`src/rtl/hazard_unit.sv`:
```
// Pipeline hazard controller: load-use bubble insertion, taken-branch flush and
// global freeze while data memory is busy, with a saturating stall counter.
module hazard_unit #(
  parameter int unsigned CNT_W       = 32,
  parameter int unsigned MEM_TIMEOUT = 255
) (
  input  logic             clk,
  input  logic             rst_n,
  input  logic [4:0]       sel_rs1_i,
  input  logic [4:0]       sel_rs2_i,
  input  logic             rs1_used_i,
  input  logic             rs2_used_i,
  input  logic [4:0]       execute_sel_rd_i,
  input  logic             execute_is_load_i,
  input  logic             branch_taken_i,
  input  logic             dmem_req_i,
  input  logic             dmem_ready_i,
  output logic             stall_fetch_o,
  output logic             stall_decode_o,
  output logic             bubble_execute_o,
  output logic             flush_decode_o,
  output logic             freeze_o,
  output logic             mem_timeout_o,
  output logic [CNT_W-1:0] stall_count_o,
  output logic [1:0]       hazard_state_o
);

  localparam int unsigned WAIT_W = 16;
  localparam logic [WAIT_W-1:0] WAIT_MAX = WAIT_W'(MEM_TIMEOUT);

  typedef enum logic [1:0] {
    RUN      = 2'd0,
    LU_STALL = 2'd1,
    MEM_WAIT = 2'd2
  } state_t;

  state_t              state;
  state_t              state_nxt;
  logic [WAIT_W-1:0]   wait_cnt;
  logic [WAIT_W-1:0]   wait_inc;
  logic                in_wait;
  logic                mem_busy;
  logic                lu_hit;

  assign hazard_state_o = state;
  assign in_wait        = (state == MEM_WAIT);
  assign wait_inc       = (wait_cnt < WAIT_MAX) ? wait_cnt + WAIT_W'(1) : wait_cnt;

  // Once frozen, only dmem_ready_i matters; the request may have been dropped.
  assign mem_busy = in_wait ? ~dmem_ready_i : (dmem_req_i & ~dmem_ready_i);

  assign lu_hit = execute_is_load_i && (execute_sel_rd_i != 5'd0) &&
                  ((rs1_used_i && (sel_rs1_i == execute_sel_rd_i)) ||
                   (rs2_used_i && (sel_rs2_i == execute_sel_rd_i)));

  // Mealy control: memory freeze beats branch flush beats load-use stall.
  always_comb begin
    state_nxt        = RUN;
    stall_fetch_o    = 1'b0;
    stall_decode_o   = 1'b0;
    bubble_execute_o = 1'b0;
    flush_decode_o   = 1'b0;
    freeze_o         = 1'b0;
    if (rst_n) begin
      if (mem_busy) begin
        freeze_o  = 1'b1;
        state_nxt = MEM_WAIT;
      end else if (branch_taken_i) begin
        flush_decode_o   = 1'b1;
        bubble_execute_o = 1'b1;
      end else if (lu_hit && (state != LU_STALL)) begin
        stall_fetch_o    = 1'b1;
        stall_decode_o   = 1'b1;
        bubble_execute_o = 1'b1;
        state_nxt        = LU_STALL;
      end
    end
  end

  always_ff @(posedge clk or negedge rst_n) begin
    if (!rst_n) begin
      state         <= RUN;
      wait_cnt      <= '0;
      mem_timeout_o <= 1'b0;
      stall_count_o <= '0;
    end else begin
      state <= state_nxt;
      if (in_wait && !dmem_ready_i) begin
        wait_cnt <= wait_inc;
        if (wait_inc == WAIT_MAX) mem_timeout_o <= 1'b1;
      end else begin
        wait_cnt <= '0;
      end
      if ((freeze_o || stall_fetch_o) && (stall_count_o != '1))
        stall_count_o <= stall_count_o + CNT_W'(1);
    end
  end

endmodule
```
`config.mk`:
```
export PLATFORM = sky130hd
export DESIGN_NAME = hazard_unit
export DESIGN_NICKNAME = d
export VERILOG_FILES = /design/src/rtl/hazard_unit.sv
export SDC_FILE = /design/constraint.sdc
export NUM_CORES = 1
export LEC_CHECK = 0
export BUFFER_PORTS_ARGS = -buffer_cell sky130_fd_sc_hd__buf_4
export CELL_PAD_IN_SITES_DETAIL_PLACEMENT = 0
export CELL_PAD_IN_SITES_GLOBAL_PLACEMENT = 2
export CORE_MARGIN = 2
export CORE_UTILIZATION = 30
export DETAILED_ROUTE_END_ITERATION = 8
export PLACE_DENSITY = 0.79
export SETUP_SLACK_MARGIN = 0.1
export SLEW_MARGIN = 15
export SYNTH_ARGS = -nofsm -noshare
export SYNTH_HDL_FRONTEND = slang
export SYNTH_SLANG_ARGS = --single-unit
```
`constraint.sdc`:
```
create_clock -name clk -period 1.87 [get_ports clk]
set_input_delay 0.0935 -clock clk [delete_from_list [all_inputs] [get_ports clk]]
set_output_delay 0.0935 -clock clk [all_outputs]
set_load 0.05 [all_outputs]
```
==> impl_results.md <==
* Reg area at about 1300 sq um
* Crit path cell chain: or4_4, o31ai_2, o221ai_1, a22o_1, a41o_1
* PwrDens at around 580 nW/um^2
* CP peak stage delay at roughly 0.58 ns
* Die Height at 101 um
* Tmin final at around 1.9 ns
* Kind of critical path: register to register
* Placed insts at ~490
* Grt peak-use layer: met2
* Dpl ws at -0.0761 ns
* WP data arrival at about 2.1 ns
* Setup TNS at -0.00301 ns
* Distinct cells, synth at 45
* Gpl congestion at ~0.8
* HP Class: input pin to register
* EDFF count, synth at 0
* Num CTS Buffers at 5
* N_diodes at 0
* Initial core utilization at approximately 30%
* Multi-input gate area at approximately 1900 sq um
* RSZ-0062 raised after global routing: true
* Max IR drop VDD at between 0.0005 and 0.0006 V
* Rows at 35
* Vias per cell at approximately 5.2
* Final Skew at between 0.01 and 0.015 ns
* Clock transition at path regs at 0.09 ns
* Sequential share of the synthesized area at between 40 and 50%
* Io pins at 63
* Total track usage at around 15%
* Largest delay share family, worst path: compound AO/OA/AOI/OAI gates
* GRT met1 Usage at a little over a fifth
* GRT met3 Usage at 2.70%
* Status: finished with violations
* Total power at roughly 2.7 mW
* Routed Antenna Nets at 0
* Total of max-cap violations at 0
* Crit end category: register
* Die X at approximately 100 um
* Worst setup margin at -0.00301 ns
* FMAX at about 530 MHz
* Synth Cell Area at between 2000 and 3000 sq um
* Grt total ovfl at 0
* Syn nets at 310
* TritonCTS clock tree: done
* CP max stage cell: or4_4
* Async set or reset register ratio after synthesis at 100%
* DRT iter0 DRCs at 98
* Post-Layout Cell Count at 521
* Core Area at between 9000 and 10,000 sq um
* Critical path required time at slightly above 2 ns
* Ys flop type: dfrtp_1
* Crit-path max FO at 4
* HPWL Detailed at 5320 um
* Worst reg-to-reg setup slack at -0.003 ns
* Synthesized area per cell at ~9.9 sq um
* Hold WS at 0.179 ns
* Routed wire length at about 8000 um
* Share of layout cells above drive strength 1 at a little over half
* Vias at between 2,000 and 3,000
* Layout area overhead at 63.3%
* Clk_lat worst skew at ~0.31 ns
* Drc violations at 0
* Bufs on Longest Clock Path at 2
* Initial antenna violation count at 0
* Maximum number of pins on one net before global-route repair at between 50 and 60
* Port bufs at 62
* Leakage at ~2.1 nW
* First-pass GRT wire length at 12,400 um
* Routed WL per cell at 15.3 um
* Failing checks: negative setup slack
* Cells after synthesis at 285
* CTS Root Cell: clkbuf_8
* Synth Register Bits at between 50 and 60
* Crit path buf inv count at 0
* H-tree Lvls at 2
* # fillers at roughly 840
* Syn. warnings at 0
* Nets@finish at ~430
* Slew @ Worst Pin at 0.650 ns
* Final setup viols at 1
* Pins over their slew limit at 0
* Vias in the first global route at between 2,000 and 3,000
* Fin. Hold Viols at 0
* Startpoint types: register
* Drt pass-1 iters at 4
* Tcrit/Tclk final at 100%
* Clock Sinks at 51
* Met2 Usage GRT at 24.0%
* Slew headroom at between 50 and 60%
* Die area at just over 10,000 sq um
## where the power goes
part           switching, mW  leakage, nW  internal [mW]  total, mW
clock network          0.379       0.0612          0.434      0.813
registers             0.0561        0.650           1.15       1.20
logic                  0.361         1.37          0.276      0.638
## cell usage after synthesis (all sizes together) (2+ instances only)
| library cell | n | area [sq um] |
|---|---|---|
| nor4b | 2 | 17.5 |
| a21oi | 4 | 20.0 |
| and3 | 14 | 87.6 |
| nor2b | 2 | 12.5 |
| inv | 9 | 33.8 |
| ha | 2 | 25.0 |
| nand2b | 3 | 18.8 |
| nor4 | 27 | 181 |
| o21ai | 3 | 15.0 |
| dfrtp | 51 | 1280 |
| nor3 | 13 | 70.1 |
| or2 | 2 | 12.5 |
| nand2 | 22 | 82.6 |
| clkbuf | 5 | 18.8 |
| buf | 9 | 55.1 |
| mux2i | 5 | 50.1 |
| or4 | 4 | 37.5 |
| xnor2 | 13 | 114 |
| and4 | 3 | 26.3 |
| o221a | 2 | 22.5 |
| nand3 | 19 | 95.1 |
| o211ai | 2 | 15.0 |
| nor2 | 13 | 48.8 |
| xor2 | 29 | 254 |
| nand4 | 13 | 81.3 |
## layout by cell type, fill, tap and decap left out, types with 2 or more instances in the layout
cell type	count
nand3_2	2
nand3_1	16
nor4_1	2
nor3_2	2
and3_1	13
nand2_1	22
nand4_1	13
buf_12	5
clkbuf_8	6
nor4b_4	2
nand2b_1	3
o211ai_1	2
mux2i_1	5
xnor2_1	13
buf_6	4
xor2_1	29
nor4_2	13
dfrtp_2	27
a21oi_1	4
clkbuf_16	4
nor3_1	8
dfrtp_1	24
nor3_4	3
nor4_4	12
or4_4	3
inv_1	8
buf_4	116
nor2_1	12
## timing repair
action | 4_1_cts | 5_1_grt
resized for setup | 18 | 51
endpoints found under the setup margin | 32 | 39
gates cloned | 0 | 5
endpoints found under the hold margin | 51 | 0
buffers inserted | 4 | 10
hold buffers | 1 | 0
pin swaps | 6 | 16
## worst min-delay path, delay by kind of cell
| family | cells | cell delay [ns] |
|---|---|---|
| buf+inv | 3 | 0.20 |
| compound gates | 1 | 0.14 |
## sequential cells by signal, summed over array words and instances (netlist names)
| name | flops |
|---|---|
| mem_timeout_o | 1 |
| hazard_state_o | 2 |
| stall_count_o | 32 |
| wait_cnt | 16 |
## layer usage
metal  routed length (um)  share of wire [%]
met1                 3790                 48
met5                    0                  0
met4                   91                1.1
met2                 3730                 47
met3                  353                4.4
## cells by family after synthesis
family,after synthesis,share of synthesized area (%)
adder cells (fa/ha/maj),2,0.888
flip-flops,51,45.3
AND/OR/NAND/NOR,141,28.4
multiplexers,6,2.18
XOR/XNOR,42,13.1
AO/OA/AOI/OAI,20,6.35
buffers and inverters,23,3.82
## final timing paths
path | endpoint | startpoint | cells after the start
hold reg to reg | mem_timeout_o$_DFFE_PN0P_ | mem_timeout_o$_DFFE_PN0P_ | 1
setup reg to reg | mem_timeout_o$_DFFE_PN0P_ | wait_cnt[15]$_DFF_PN0_ | 5
setup / recovery | mem_timeout_o$_DFFE_PN0P_ | wait_cnt[15]$_DFF_PN0_ | 5
max in group asynchronous | stall_count_o[13]$_DFFE_PN0P_ | rst_n | 3
hold / removal | hazard_state_o[1]$_DFF_PN0_ | dmem_ready_i | 4
min in group asynchronous | wait_cnt[0]$_DFF_PN0_ | rst_n | 3
## layout make-up
type	instances	area share, %
Clock inverter	2	0.762
Sequential cell	51	28.5
Clock buffer	6	1.80
Tap cell	111	3.02
Timing Repair Buffer	131	24.8
Multi-Input combinational cell	211	40.4
Inverter	9	0.734
## metrics by stage
step | instance area [sq um] | utilization, %
final | 4600 | 50.3
after global placement | 3840 | 42.0
after CTS | 4090 | 44.7
after detailed placement | 3840 | 42.0
after global routing | 4600 | 50.3
after floorplan | 2960 | -
Note: power is estimated with default switching activity, not from simulation.
